### src/rtl/mlp_mul_pipe_fx.sv
// rtl/mlp_mul_pipe_fx.sv - elastic pipelined signed fixed-point multiplier
// Optional clamp-to-range narrowing is enabled with MLP_MUL_SAT_EN.
module mlp_mul_pipe_fx #(
   parameter int A_W       = 16,
   parameter int B_W       = 16,
   parameter int DOUT_W    = 16,
   parameter int FRAC_BITS = 0,
   parameter int NUM_STAGE = 4
) (
   input  logic                     clk,
   input  logic                     reset_n,
   input  logic                     in_valid,
   output logic                     in_ready,
   input  logic signed [A_W-1:0]    a,
   input  logic signed [B_W-1:0]    b,
   output logic                     out_valid,
   input  logic                     out_ready,
   output logic signed [DOUT_W-1:0] dout,
   output logic                     ovf
);
   localparam int PW   = A_W + B_W;
   localparam int RW   = PW + 1;
   localparam int LAST = NUM_STAGE - 1;

   logic [NUM_STAGE-1:0]     v_q;
   logic [NUM_STAGE-1:0]     adv;
   logic signed [A_W-1:0]    a_q;
   logic signed [B_W-1:0]    b_q;
   logic signed [PW-1:0]     prod;
   logic signed [PW-1:0]     prod_fin;
   logic signed [RW-1:0]     p_ext;
   logic signed [RW-1:0]     r_full;
   logic signed [DOUT_W-1:0] dout_d;
   logic signed [DOUT_W-1:0] dout_q;
   logic                     ovf_d;
   logic                     ovf_q;

   // Ready ripples back from the output: an empty stage always accepts.
   always_comb begin
      logic chain;
      adv   = '0;
      chain = out_ready;
      for (int k = LAST; k >= 0; k--) begin
         chain  = !v_q[k] || chain;
         adv[k] = chain;
      end
   end

   assign in_ready  = reset_n && adv[0];
   assign out_valid = v_q[LAST];
   assign dout      = dout_q;
   assign ovf       = ovf_q;
   assign prod      = PW'(a_q) * PW'(b_q);

   always_ff @(posedge clk or negedge reset_n) begin
      if (!reset_n) begin
         v_q    <= '0;
         a_q    <= '0;
         b_q    <= '0;
         dout_q <= '0;
         ovf_q  <= 1'b0;
      end else begin
         if (adv[0]) begin
            v_q[0] <= in_valid;
            a_q    <= a;
            b_q    <= b;
         end
         for (int k = 1; k < NUM_STAGE; k++) begin
            if (adv[k]) v_q[k] <= v_q[k-1];
         end
         if (adv[LAST]) begin
            dout_q <= dout_d;
            ovf_q  <= ovf_d;
         end
      end
   end

   if (NUM_STAGE == 2) begin : g_fold
      assign prod_fin = prod;
   end else begin : g_delay
      logic signed [PW-1:0] p_q [1:NUM_STAGE-2];

      always_ff @(posedge clk or negedge reset_n) begin
         if (!reset_n) begin
            for (int k = 1; k <= NUM_STAGE - 2; k++) p_q[k] <= '0;
         end else begin
            if (adv[1]) p_q[1] <= prod;
            for (int k = 2; k <= NUM_STAGE - 2; k++) begin
               if (adv[k]) p_q[k] <= p_q[k-1];
            end
         end
      end

      assign prod_fin = p_q[NUM_STAGE-2];
   end

   // One guard bit so the half-LSB add can never wrap.
   assign p_ext = RW'(prod_fin);

   if (FRAC_BITS > 0) begin : g_round
      localparam logic signed [RW-1:0] HALF = RW'(1) <<< (FRAC_BITS - 1);
      assign r_full = (p_ext + HALF) >>> FRAC_BITS;
   end else begin : g_noround
      assign r_full = p_ext;
   end

`ifdef MLP_MUL_SAT_EN
   localparam logic signed [RW-1:0] MAX_V = {{(RW-DOUT_W+1){1'b0}}, {(DOUT_W-1){1'b1}}};
   localparam logic signed [RW-1:0] MIN_V = ~MAX_V;

   always_comb begin
      dout_d = r_full[DOUT_W-1:0];
      ovf_d  = 1'b0;
      if (r_full > MAX_V) begin
         dout_d = MAX_V[DOUT_W-1:0];
         ovf_d  = 1'b1;
      end else if (r_full < MIN_V) begin
         dout_d = MIN_V[DOUT_W-1:0];
         ovf_d  = 1'b1;
      end
   end
`else
   logic unused_r_hi;
   assign unused_r_hi = ^r_full[RW-1:DOUT_W];
   assign dout_d      = r_full[DOUT_W-1:0];
   assign ovf_d       = 1'b0;
`endif

endmodule

### config.mk
export PLATFORM = sky130hd
export DESIGN_NAME = mlp_mul_pipe_fx
export DESIGN_NICKNAME = d
export VERILOG_FILES = /design/src/rtl/mlp_mul_pipe_fx.sv
export SDC_FILE = /design/constraint.sdc
export NUM_CORES = 1
export LEC_CHECK = 0
export BUFFER_PORTS_ARGS = -buffer_cell sky130_fd_sc_hd__buf_2
export CORE_ASPECT_RATIO = 1.75
export CORE_UTILIZATION = 35
export DETAILED_ROUTE_END_ITERATION = 10
export HOLD_SLACK_MARGIN = 0.08
export SETUP_SLACK_MARGIN = 0.5
export SYNTH_ARGS = -nofsm -noshare
export SYNTH_HDL_FRONTEND = slang
export SYNTH_SLANG_ARGS = --single-unit
### constraint.sdc
create_clock -name clk -period 6.9 [get_ports clk]
set_input_delay 0.69 -clock clk [delete_from_list [all_inputs] [get_ports clk]]
set_output_delay 0.69 -clock clk [all_outputs]
set_load 0.1 [all_outputs]
==> summary.txt <==
Status - complete, no violations
Detailed router's first-iteration violation count - 143
Synth Instances - 703
CP max stage delay - 0.68 ns
Ys flop type - dfrtp_1
Vias in the first global route - 4,919
Port Buf Inserts - 53
Yosys warns - 0
CP delay by family, top - adder cells
CTS max path bufs - 2
Commonest cells after routing, fill and taps aside - 128 x inv_1, 96 x nand2_1, 84 x dfrtp_1, 79 x fa_1, 64 x and2_1
Synth unique cells - 40
CTS tree - yes
Final net count - 919
DRC Markers - 0
Remaining antenna violation count - 0
Area Growth Syn to Fin - 10.72%
Root Buffer - clkbuf_16
CTS Sinks - 84
Actual slew at the worst max-slew pin - 0.7295 ns
Starting Density - 0.3571
Total grt overflow - 0
Clock Skews - 0.003370 ns
Top achievable clock speed - 0.1825 GHz
Fill cell count - 2,008
Slowest cell on the critical path - dfrtp_1
Critical path type - reg2reg
All-Layer GR Usage - 0.1528
Final hold vios - 0
Total iterations of the first detailed-routing run - 4
Final setup fails - 0
Largest net degree at the start of global routing - 60
Met1 usage - 0.1635
Share of post-route cells with drive strength above 1 - 0.1765
Mapped cell area - 7246 um^2
CP Data Arrival Time - 5.68 ns
Antenna diode count - 0
Clock Pin Slew Worst Setup and Hold Paths - 0.06 ns
I/O Pins - 55
WL per Instance - 14.97 um
# H-tree levels - 3
Post-CTS Setup Bufs - 0
Syn_area_per_cell - 10.31 um^2
Critical path data required time - 7.10 ns
TritonCTS Buffers - 9
Post-Syn Nets - 879
Drt total wl - 14,910 um
Setup TNS - 0 ns
Met2 usage - 0.2955
Commonest non-fill, non-tap cell in the layout - inv_1
DR vias - 4,667
Hold buffer count at CTS - 0
Area of the core - 20,290 um^2
Final slew viol count - 0
Final period utilization - 0.7942
HP Class - in2async
Worst slew margin - 0.5136
Seq cells post-synth - 84
Fraction of registers with async set/reset - 1.000
First-pass GRT wire length - 25,220 um
Die area - 21,300 um^2
# rows - 69
GR Util met3 - 0.02041
Max cap viols - 0
CP Capture Type - register
Gr busiest metal - met2
Placer Congestion - 0.9024
Cell Chain, Critical Path - nand2_1, fa_1, fa_1, inv_1, fa_1, inv_1, fa_1, fa_1, fa_1, inv_1, ha_1, a21o_1, a21o_1, nor3_1, a21oi_4, xnor2_1, a21oi_1
Crit-path max FO - 16
Fin crit period - 5.480 ns
RSZ-0062 raised after global routing - no
Top cell by count, worst path - fa_1
EDFF count, synth - 0
Post-CTS resize count - 0
Routed vias/inst - 4.686
Buf/Inv on CP - 3
Startpoint class of the critical path - register
Hpwl dp - 11,990 um
Clock latency on the worst-skew pair - 0.34 ns
Die H - 192.3 um
Antenna violations before repair - 0
Post-synthesis sequential area ratio - 0.2901
Die X - 110.8 um
-- worst paths after layout --
check                                start         endpoint  slack (ns)  cells after the start
min                                reset_n          b_q[15]        0.25                      1
max                                 b_q[1]  g_delay.p_q[47]        1.42                     17
max reg2reg                         b_q[1]  g_delay.p_q[47]        1.42                     17
min reg2reg                g_delay.p_q[36]  g_delay.p_q[36]        0.47                      2
min in group clk           g_delay.p_q[36]  g_delay.p_q[36]        0.47                      2
max in group asynchronous          reset_n     prod_fin[11]        5.59                      2
-- worst reg2reg max path: cells and delay by family, from the launching register on --
| family | cells | cell delay [ns] |
|---|---|---|
| adder cells (fa/ha/maj) | 7 | 3.34 |
| XOR/XNOR | 1 | 0.16 |
| flip-flops | 1 | 0.68 |
| buffers and inverters | 3 | 0.15 |
| AND/OR/NAND/NOR | 2 | 0.46 |
| AO/OA/AOI/OAI | 4 | 0.55 |
-- cell usage after synthesis (2+ instances only) --
master      n  area [um^2]
inv_1     128        480.5
nand2_1    96        360.4
dfrtp_1    84         2102
fa_1       79         1582
and2_1     64        400.4
ha_1       61        763.2
mux2_2     58        653.1
xnor2_1    30        262.8
clkbuf_1   18        67.56
a21oi_1     9        45.04
o21ai_0     9        45.04
xor2_1      8        70.07
buf_2       7        35.03
mux2_1      6        67.56
nand2b_1    5        31.28
nor2_1      5        18.77
a21o_1      4        30.03
nand3_1     4        20.02
a211oi_1    3        22.52
o21ai_1     3        15.01
and3_1      2        12.51
nor3_1      2        10.01
-- state kept, by name, summed over array words and instances, names as in the netlist --
signal       flops
b_q             16
dout            16
prod_fin        16
v_q              4
a_q             16
g_delay.p_q     16
-- cell families after synthesis --
logic type      Yosys count  share of synthesized area
simple gates            185                     0.1252
buf+inv                 156                    0.08271
fa+ha+maj               140                     0.3236
flops                    84                     0.2901
mux                      64                    0.09946
xor+xnor                 39                    0.04904
compound gates           34                    0.02936
other cells               1                  0.0005175
-- per-layer routing --
layer  wire [um]  up-vias
met5           0        -
met4         476        0
met3         316       25
met2        8358       65
met1        5763     2333
li1            -     2244
-- metrics by stage --
stage          cells  worst slack, ns  hold WS (ns)  utilization  area [um^2]
2_1_floorplan    703            1.668        0.3944            -         7246
3_3_place_gp     980            1.519        0.4461       0.3813         7735
3_5_place_dp     980            1.401        0.4559       0.3813         7735
4_1_cts          996            1.413        0.2540       0.3954         8023
5_1_grt          996            1.102        0.2710       0.3954         8023
6_report         996            1.420        0.2485       0.3954         8023
-- area by class of cell --
cell class / instances / area (um^2) / share of cell area
clock buffers: 12 / 256.5 / 0.03197
repair buffers: 57 / 297.8 / 0.03712
clock inverters: 4 / 31.28 / 0.003899
well taps: 248 / 310.3 / 0.03868
inverters: 128 / 480.5 / 0.05989
multi-input cells: 463 / 4544 / 0.5664
flip-flops and latches: 84 / 2102 / 0.2620
Power is not shown: default switching activity piles up to over one toggle a cycle in this logic, so the estimate is an artifact.
